## config.mk

```make
export PLATFORM = sky130hd
export DESIGN_NAME = packet_transfer_arbiter
export DESIGN_NICKNAME = d
export VERILOG_FILES = /design/src/rtl/packet_types.sv /design/src/rtl/rr_priority_picker.sv /design/src/rtl/packet_transfer_arbiter.sv
export SDC_FILE = /design/constraint.sdc
export NUM_CORES = 1
export LEC_CHECK = 0
export BUFFER_PORTS_ARGS = -buffer_cell sky130_fd_sc_hd__buf_2
export CORE_MARGIN = 3
export CORE_UTILIZATION = 37
export DETAILED_ROUTE_END_ITERATION = 12
export PLACE_DENSITY = 0.77
export SLEW_MARGIN = 25
export SYNTH_ARGS = -nofsm -noshare
export SYNTH_HDL_FRONTEND = slang
export SYNTH_SLANG_ARGS = --single-unit
```

## constraint.sdc

```tcl
create_clock -name nocclk -period 1.75 [get_ports nocclk]
set_clock_uncertainty 0.05 [all_clocks]
set_input_delay 0.4375 -clock nocclk [delete_from_list [all_inputs] [get_ports nocclk]]
set_output_delay 0.4375 -clock nocclk [all_outputs]
set_load 0.01 [all_outputs]
```

## src/rtl/packet_types.sv

```systemverilog
// Shared packet-level types for the NoC packet path.
package packet_types;

    localparam int PACKET_ID_W = 8;

    // One completed packet as presented by a packet_buffer.
    typedef struct packed {
        logic [PACKET_ID_W-1:0] packet_id;
        logic [7:0]             dest;
        logic [7:0]             length;
        logic [15:0]            addr;
    } packet_element_t;

    // States of the packet transfer arbiter.
    typedef enum logic [1:0] {
        IDLE    = 2'd0,
        OFFER   = 2'd1,
        RELEASE = 2'd2
    } arb_state_t;

endpackage

```

## src/rtl/rr_priority_picker.sv

```systemverilog
// Combinational round-robin picker: first set request bit scanning upward
// from rr_ptr, wrapping NUM_SOURCES-1 -> 0.
module rr_priority_picker #(
    parameter int NUM_SOURCES = 4,
    parameter int SRC_IDX_W   = $clog2(NUM_SOURCES)  // derived; do not override
) (
    input  logic [NUM_SOURCES-1:0] req,
    input  logic [SRC_IDX_W-1:0]   rr_ptr,
    output logic                   found,
    output logic [SRC_IDX_W-1:0]   idx
);

    int                   cand;
    logic [SRC_IDX_W-1:0] cand_idx;

    // Walk the request vector from rr_ptr and keep the first hit.
    always_comb begin
        found    = 1'b0;
        idx      = '0;
        cand     = 0;
        cand_idx = '0;
        for (int i = 0; i < NUM_SOURCES; i++) begin
            cand     = (int'(rr_ptr) + i) % NUM_SOURCES;
            cand_idx = cand[SRC_IDX_W-1:0];
            if (!found && req[cand_idx]) begin
                found = 1'b1;
                idx   = cand_idx;
            end else begin
                found = found;
            end
        end
    end

endmodule

```

## src/rtl/packet_transfer_arbiter.sv

```systemverilog
// Round-robin arbiter sharing one downstream packet consumer between
// NUM_SOURCES packet buffers. All outputs come straight from flops.
module packet_transfer_arbiter
    import packet_types::*;
#(
    parameter int NUM_SOURCES = 4,
    parameter int SRC_IDX_W   = $clog2(NUM_SOURCES)  // derived; do not override
) (
    input  logic                                nocclk,
    input  logic                                rst,
    input  packet_element_t [NUM_SOURCES-1:0]   src_packet,
    input  logic [NUM_SOURCES-1:0]              src_valid,
    output logic [NUM_SOURCES-1:0]              src_completed,
    output packet_element_t                     out_packet,
    output logic [SRC_IDX_W-1:0]                out_source,
    output logic                                out_valid,
    input  logic                                out_ready,
    output logic                                busy
);

    arb_state_t             state_q, state_d;
    logic [SRC_IDX_W-1:0]   rr_ptr_q, rr_ptr_d;
    logic [NUM_SOURCES-1:0] mask_q, mask_d;
    packet_element_t        out_packet_q, out_packet_d;
    logic [SRC_IDX_W-1:0]   out_source_q, out_source_d;
    logic                   out_valid_q, out_valid_d;
    logic [NUM_SOURCES-1:0] src_completed_q, src_completed_d;
    logic                   busy_q, busy_d;

    logic [NUM_SOURCES-1:0] candidates;
    logic                   pick_found;
    logic [SRC_IDX_W-1:0]   pick_idx;

    function automatic logic [NUM_SOURCES-1:0] onehot(input logic [SRC_IDX_W-1:0] i);
        logic [NUM_SOURCES-1:0] v;
        v    = '0;
        v[i] = 1'b1;
        return v;
    endfunction

    // The mask is only non-zero in the first IDLE cycle after a release, so a
    // source whose valid is still high then cannot be granted the same packet twice.
    assign candidates = src_valid & ~mask_q;

    rr_priority_picker #(
        .NUM_SOURCES (NUM_SOURCES),
        .SRC_IDX_W   (SRC_IDX_W)
    ) u_picker (
        .req    (candidates),
        .rr_ptr (rr_ptr_q),
        .found  (pick_found),
        .idx    (pick_idx)
    );

    // Next-state and next-output logic of the grant/offer/release FSM.
    always_comb begin
        state_d         = state_q;
        rr_ptr_d        = rr_ptr_q;
        mask_d          = '0;
        out_packet_d    = out_packet_q;
        out_source_d    = out_source_q;
        out_valid_d     = 1'b0;
        src_completed_d = '0;
        case (state_q)
            IDLE: begin
                if (pick_found) begin
                    state_d      = OFFER;
                    out_packet_d = src_packet[pick_idx];
                    out_source_d = pick_idx;
                    out_valid_d  = 1'b1;
                end else begin
                    state_d = IDLE;
                end
            end
            OFFER: begin
                // Acceptance wins over a simultaneous valid drop.
                if (out_ready) begin
                    state_d         = RELEASE;
                    src_completed_d = onehot(out_source_q);
                end else if (!src_valid[out_source_q]) begin
                    state_d = IDLE;
                end else begin
                    out_valid_d = 1'b1;
                end
            end
            RELEASE: begin
                state_d = IDLE;
                mask_d  = onehot(out_source_q);
                if (out_source_q == SRC_IDX_W'(NUM_SOURCES - 1)) begin
                    rr_ptr_d = '0;
                end else begin
                    rr_ptr_d = out_source_q + SRC_IDX_W'(1);
                end
            end
            default: begin
                state_d = IDLE;
            end
        endcase
        busy_d = (state_d != IDLE);
    end

    // State, packet latch and registered outputs with synchronous reset.
    always_ff @(posedge nocclk) begin
        if (rst) begin
            state_q         <= IDLE;
            rr_ptr_q        <= '0;
            mask_q          <= '0;
            out_packet_q    <= '0;
            out_source_q    <= '0;
            out_valid_q     <= 1'b0;
            src_completed_q <= '0;
            busy_q          <= 1'b0;
        end else begin
            state_q         <= state_d;
            rr_ptr_q        <= rr_ptr_d;
            mask_q          <= mask_d;
            out_packet_q    <= out_packet_d;
            out_source_q    <= out_source_d;
            out_valid_q     <= out_valid_d;
            src_completed_q <= src_completed_d;
            busy_q          <= busy_d;
        end
    end

    assign src_completed = src_completed_q;
    assign out_packet    = out_packet_q;
    assign out_source    = out_source_q;
    assign out_valid     = out_valid_q;
    assign busy          = busy_q;

endmodule

```

==> qor.yml, run 1 <==
core_um2: 7767
hold_class: "primary input to flip-flop"
status: "complete, but fails checks"
ctsHoldBuffers: 0
grt_max_degree: 35
hold_viol_final: 0
cp_slowest_cell: "or4b_4"
final_nets: 697
crit_buf_inv: 2
grt_pass1_vias: 3041
cts_tree: "yes"
fin_cells: 628
syn_avg_cell_area_um2: 10.20
met3_usage_pct: 4.300
pwr-share-clk_pct: 20.2
dieWidth_um: 95.86
path_cells: "or4b_4 > o21ai_4 > nor2_4 > buf_12 > buf_4 > mux2i_1 > o221ai_1"
use_met1_pct: 20.40
p_sw_uw: 961.2
p_seq_share_pct: 46.1
insertion_delay_ns: 0.30
n_antenna_cell: 0
die_h_um: 95.86
antenna_found_initial: 0
port_buffers: 214
cp.arrival_ns: 2.02
grt_pass1_wl_um: 13790
end_kind: "flip-flop"
viasPerCell: 5.070
cp-start-kind: "flip-flop"
grtUsageMet2_pct: 36.94
cpPeakStageDelay_ns: 0.56
p_total_mw: 3.224
vias: 3184
die_area_um2: 9189
fmax_mhz: 526.8
drc: 0
drt-total-wl_um: 9885
crit_family: "simple AND/OR/NAND/NOR gates"
cts_root_buf: "clkbuf_8"
hold_depth: 2
pre_cts_slack_ns: -0.3233
p_sw_share_pct: 29.82
syn-num-nets: 464
dp_cells: 618
htreeDepth: 2
yosysWarningCount: 0
cp.depth: 7
synth-seq-cells: 56
grt_overflow: 0
cts_buffers: 5
cts_sinks: 56
wl_per_cell_um: 15.74
maxCapViolCount: 0
combinationalPowerShare_pct: 33.7
area_growth_pct: 54.48
hpwlAfterDp_um: 7797
start_util_pct: 38.47
setup_slack_ns: -0.1481
final_cell_mix: "buf_2, mux2i_1, dfxtp_1"
final-max-slew-violation-count: 0
netlist_area_um2: 2988
drive_above_1_share_pct: 54.37
yosysUniqueCellTypes: 28
critPathRequiredTime_ns: 1.87
yosysSeqAreaShare_pct: 37.52
drtIter0Drc: 58
top_usage_layer: "met2"
track_usage_pct: 19.03
crit_fanout: 16
crit_type: "flip-flop to flip-flop"
violations: "negative setup slack"
ioPinCount: 215
setup_violations: 39
reg2regPathDepth: 7
min_period_over_period_pct: 108.5
min_period_ns: 1.898
ctsLongestPathBuffers: 2
relSlewSlack_pct: 76.95
place.gp.congestion: 0.8339
antenna_left: 0
p_per_area_nw_per_um2: 698.4
p_int_mw: 2.262
syn_inst: 293
firstDrtPassIters: 4
clk_pin_slew_worst_paths_ns: 0.09
final_common_cell: "buf_2"
rows: 32
max_slew.worst_pin.slew_ns: 0.3450
p_leak_nw: 2.205
rsz0062_at_grt: "true"
peakVddDrop_mv: 0.3585
[repair_timing]
item / CTS / global route
resized for setup: 11 / 24
pin swaps: 3 / 8
setup buffers: 0 / 3
setup endpoints to repair: 40 / 41
[final timing paths]
check,startpoint,endpoint,slack [ns]
max,rr_ptr_q[0]$_SDFFE_PP0N_,out_packet[17]$_SDFFE_PP0P_,-0.15
min,rst,state_q[0]$_SDFF_PP0_,0.38
max reg2reg,rr_ptr_q[0]$_SDFFE_PP0N_,out_packet[17]$_SDFFE_PP0P_,-0.15
min reg2reg,out_packet[39]$_SDFFE_PP0P_,out_packet[39]$_SDFFE_PP0P_,0.42
[flip-flops by register name (all words and copies together) (netlist names)]
register / flops
busy: 1
mask_q: 4
out_packet: 40
out_source: 2
out_valid: 1
rr_ptr_q: 2
src_completed: 4
state_q: 2
[area by class of cell]
cell class | instances | area [µm²]
clock buffer | 6 | 72.57
tap | 102 | 127.6
fill | 681 | 3152
inverter | 2 | 7.507
timing repair buffer | 247 | 1439
clock inverter | 1 | 5.005
sequential | 56 | 1127
multi-input combinational | 214 | 1837
[stage by stage]
step / instance area (µm²) / TNS, ns / utilization, % / hold slack, ns
5_1_grt: 4616 / -5.573 / 59.42 / 0.3844
6_report: 4616 / -3.002 / 59.42 / 0.3779
4_1_cts: 4498 / -2.312 / 57.91 / 0.3580
3_3_place_gp: 4373 / -8.624 / 56.30 / 0.3882
2_1_floorplan: 2990 / 0 / - / 0.4373
3_5_place_dp: 4373 / -11.83 / 56.30 / 0.3916
[Yosys cell counts, drive strengths merged]
cell type | count | area (µm²)
nor3 | 4 | 20.02
and2b | 2 | 15.01
mux2i | 81 | 810.8
clkbuf | 1 | 3.750
nand2b | 5 | 31.28
nand3b | 1 | 7.510
or4b | 1 | 13.76
buf | 20 | 150.2
and2 | 8 | 50.05
a22oi | 1 | 7.510
o41ai | 1 | 27.53
inv | 2 | 7.510
a311oi | 1 | 15.01
nor2b | 3 | 18.77
a21oi | 5 | 25.02
or2 | 1 | 6.260
nor3b | 2 | 15.01
mux4 | 1 | 22.52
nor4bb | 1 | 10.01
nor2 | 8 | 37.54
o221ai | 40 | 350.3
o21ai | 2 | 13.76
dfxtp | 56 | 1121
ha | 4 | 50.05
nand2 | 42 | 157.7
[logic make-up (layout without fill, tap and decap cells)]
| kind of cell | after synthesis | after routing | share of synthesized area, % |
|---|---|---|---|
| buf+inv | 23 | 256 | 5.402 |
| flops | 56 | 56 | 37.52 |
| simple gates | 78 | 78 | 12.81 |
| fa+ha+maj | 4 | 4 | 1.675 |
| mux | 82 | 82 | 27.89 |
| compound gates | 50 | 50 | 14.70 |
[metal layers]
layer / wire length, µm / vias up
met2: 5322 / 133
met1: 3650 / 1474
met4: 131 / 0
li1: - / 1564
met3: 781 / 13
met5: 0 / -
[power by group through the flow]
| stage | combinational, mW | sequential [mW] | clock, mW |
|---|---|---|---|
| after floorplan | 0.455 | 1.57 | 0 |
| after global placement | 0.991 | 1.51 | 0 |
| after detailed placement | 1.03 | 1.51 | 0 |
| after CTS | 1.05 | 1.49 | 0.678 |
| final | 1.09 | 1.48 | 0.652 |
| after global routing | 1.17 | 1.50 | 0.721 |
(Power assumes the default switching activity.)
==> run 2: changes to the inputs <==
- SKIP_CTS_REPAIR_TIMING: not set -> 1
==> qor.yml, run 2 (same netlist as run 1, synthesis figures left out) <==
largest_register_ffs: 40
final_common_cell: "buf_2"
hold_viol_final: 0
die_h_um: 95.86
vias: 3284
insertion_delay_ns: 0.30
min_period_ns: 1.908
critPathRequiredTime_ns: 1.87
fin_cells: 636
antenna_left: 0
cts_tree: "yes"
hold_class: "primary input to flip-flop"
n_antenna_cell: 0
end_kind: "flip-flop"
clk_pin_slew_worst_paths_ns: 0.10
maxCapViolCount: 0
setup_violations: 40
start_util_pct: 38.47
path_cells: "or4b_4 > o21ai_4 > nor2_4 > buf_12 > buf_4 > mux2i_1 > o221ai_1"
antenna_found_initial: 0
place.gp.congestion: 0.8339
reg2regPathDepth: 7
fmax_mhz: 524.1
crit_start: "rr_ptr_q[1]$_SDFFE_PP0N_"
final-max-slew-violation-count: 0
grt_pass1_vias: 3025
hold_depth: 2
timing.rr.start: "rr_ptr_q[1]$_SDFFE_PP0N_"
wl_per_cell_um: 16.21
dieWidth_um: 95.86
firstDrtPassIters: 4
htreeDepth: 2
max_slew.worst_pin.slew_ns: 0.3415
violations: "negative setup slack"
hold_ws_ns: 0.3761
peakVddDrop_mv: 0.3666
ctsLongestPathBuffers: 2
cpPeakStageDelay_ns: 0.56
status: "complete, but fails checks"
min_period_over_period_pct: 109.0
reg2reg_to: "out_packet[29]$_SDFFE_PP0P_"
grt_pass1_wl_um: 13770
final_cell_mix: "buf_2, mux2i_1, dfxtp_1"
die_area_um2: 9189
dp_cells: 618
drc: 0
setup_slack_ns: -0.1581
rsz0062_at_grt: "true"
viasPerCell: 5.164
grt_overflow: 0
drtIter0Drc: 57
crit_type: "flip-flop to flip-flop"
cp.arrival_ns: 2.03
core_um2: 7767
port_buffers: 214
cts_root_buf: "clkbuf_8"
cp_slowest_cell: "or4b_4"
hpwlAfterDp_um: 7797
track_usage_pct: 19.03
ioPinCount: 215
relSlewSlack_pct: 77.19
rrSetupSlack_ns: -0.16
drt-total-wl_um: 10310
drive_above_1_share_pct: 54.87
crit_fanout: 8
cts_buffers: 5
cts_sinks: 56
cp-start-kind: "flip-flop"
p_per_area_nw_per_um2: 693.0
min_to: "state_q[0]$_SDFF_PP0_"
area_growth_pct: 58.75
min_from: "rst"
rows: 32
p_leak_nw: 2.272
final_nets: 705
grt_max_degree: 35
[run 2: changes by cell type in the layout (fill, tap and decap cells not counted), sizes merged]
cell / before / now
clkbuf: 6 / 9
buf: 247 / 252
[run 2: worst max path at each step]
| stage | endpoint | slack (ns) | cells after the start |
|---|---|---|---|
| 6_report | out_packet[29]$_SDFFE_PP0P_ | -0.16 | 7 |
| 5_1_grt | out_packet[29]$_SDFFE_PP0P_ | -0.22 | 7 |
| 4_1_cts | out_packet[20]$_SDFFE_PP0P_ | -0.18 | 8 |
| 3_5_place_dp | out_packet[17]$_SDFFE_PP0P_ | -0.32 | 7 |
| 3_3_place_gp | out_packet[9]$_SDFFE_PP0P_ | -0.22 | 7 |
| 2_1_floorplan | out_packet[9]$_SDFFE_PP0P_ | 0.03 | 6 |
[run 2: area by class of cell]
class / instances / area (µm²)
fillers: 651 / 3024
clock buffers: 6 / 72.57
clock inverters: 1 / 5.005
inverters: 2 / 7.507
well taps: 102 / 127.6
multi-input cells: 214 / 1838
repair buffers: 255 / 1568
flip-flops and latches: 56 / 1125
[run 2: critical path: cells and delay by family, from the launching register on]
| family | cells | cell delay, ns |
|---|---|---|
| AOI/OAI and AO/OA | 2 | 0.25 |
| buffers and inverters | 2 | 0.30 |
| DFF | 1 | 0.34 |
| muxes | 1 | 0.18 |
| and+or+nand+nor | 2 | 0.66 |
[run 2: per-layer routing]
metal / wire length (µm) / share of wire [%] / track usage (%)
met5: 0 / 0 / 0
met4: 142 / 1.4 / 5.095
met1: 3907 / 38 / 20.50
met3: 818 / 7.9 / 4.457
met2: 5442 / 53 / 36.71
[run 2: through the flow]
step	utilization, %	setup WS, ns	area (µm²)	total power, mW	TNS, ns
after floorplan	-	0.02606	2990	2.028	0
after global placement	56.30	-0.2249	4373	2.500	-8.624
after detailed placement	56.30	-0.3233	4373	2.540	-11.83
after CTS	57.30	-0.1759	4451	3.191	-4.897
after global routing	61.07	-0.2241	4743	3.465	-6.301
final	61.07	-0.1581	4743	3.287	-3.801
[run 2: where the power goes]
part | internal (mW) | leakage, nW | switching, mW
Sequential | 1.41 | 0.463 | 0.0733
Combinational | 0.617 | 1.77 | 0.530
Clock | 0.273 | 0.0410 | 0.381
Total | 2.30 | 2.27 | 0.984
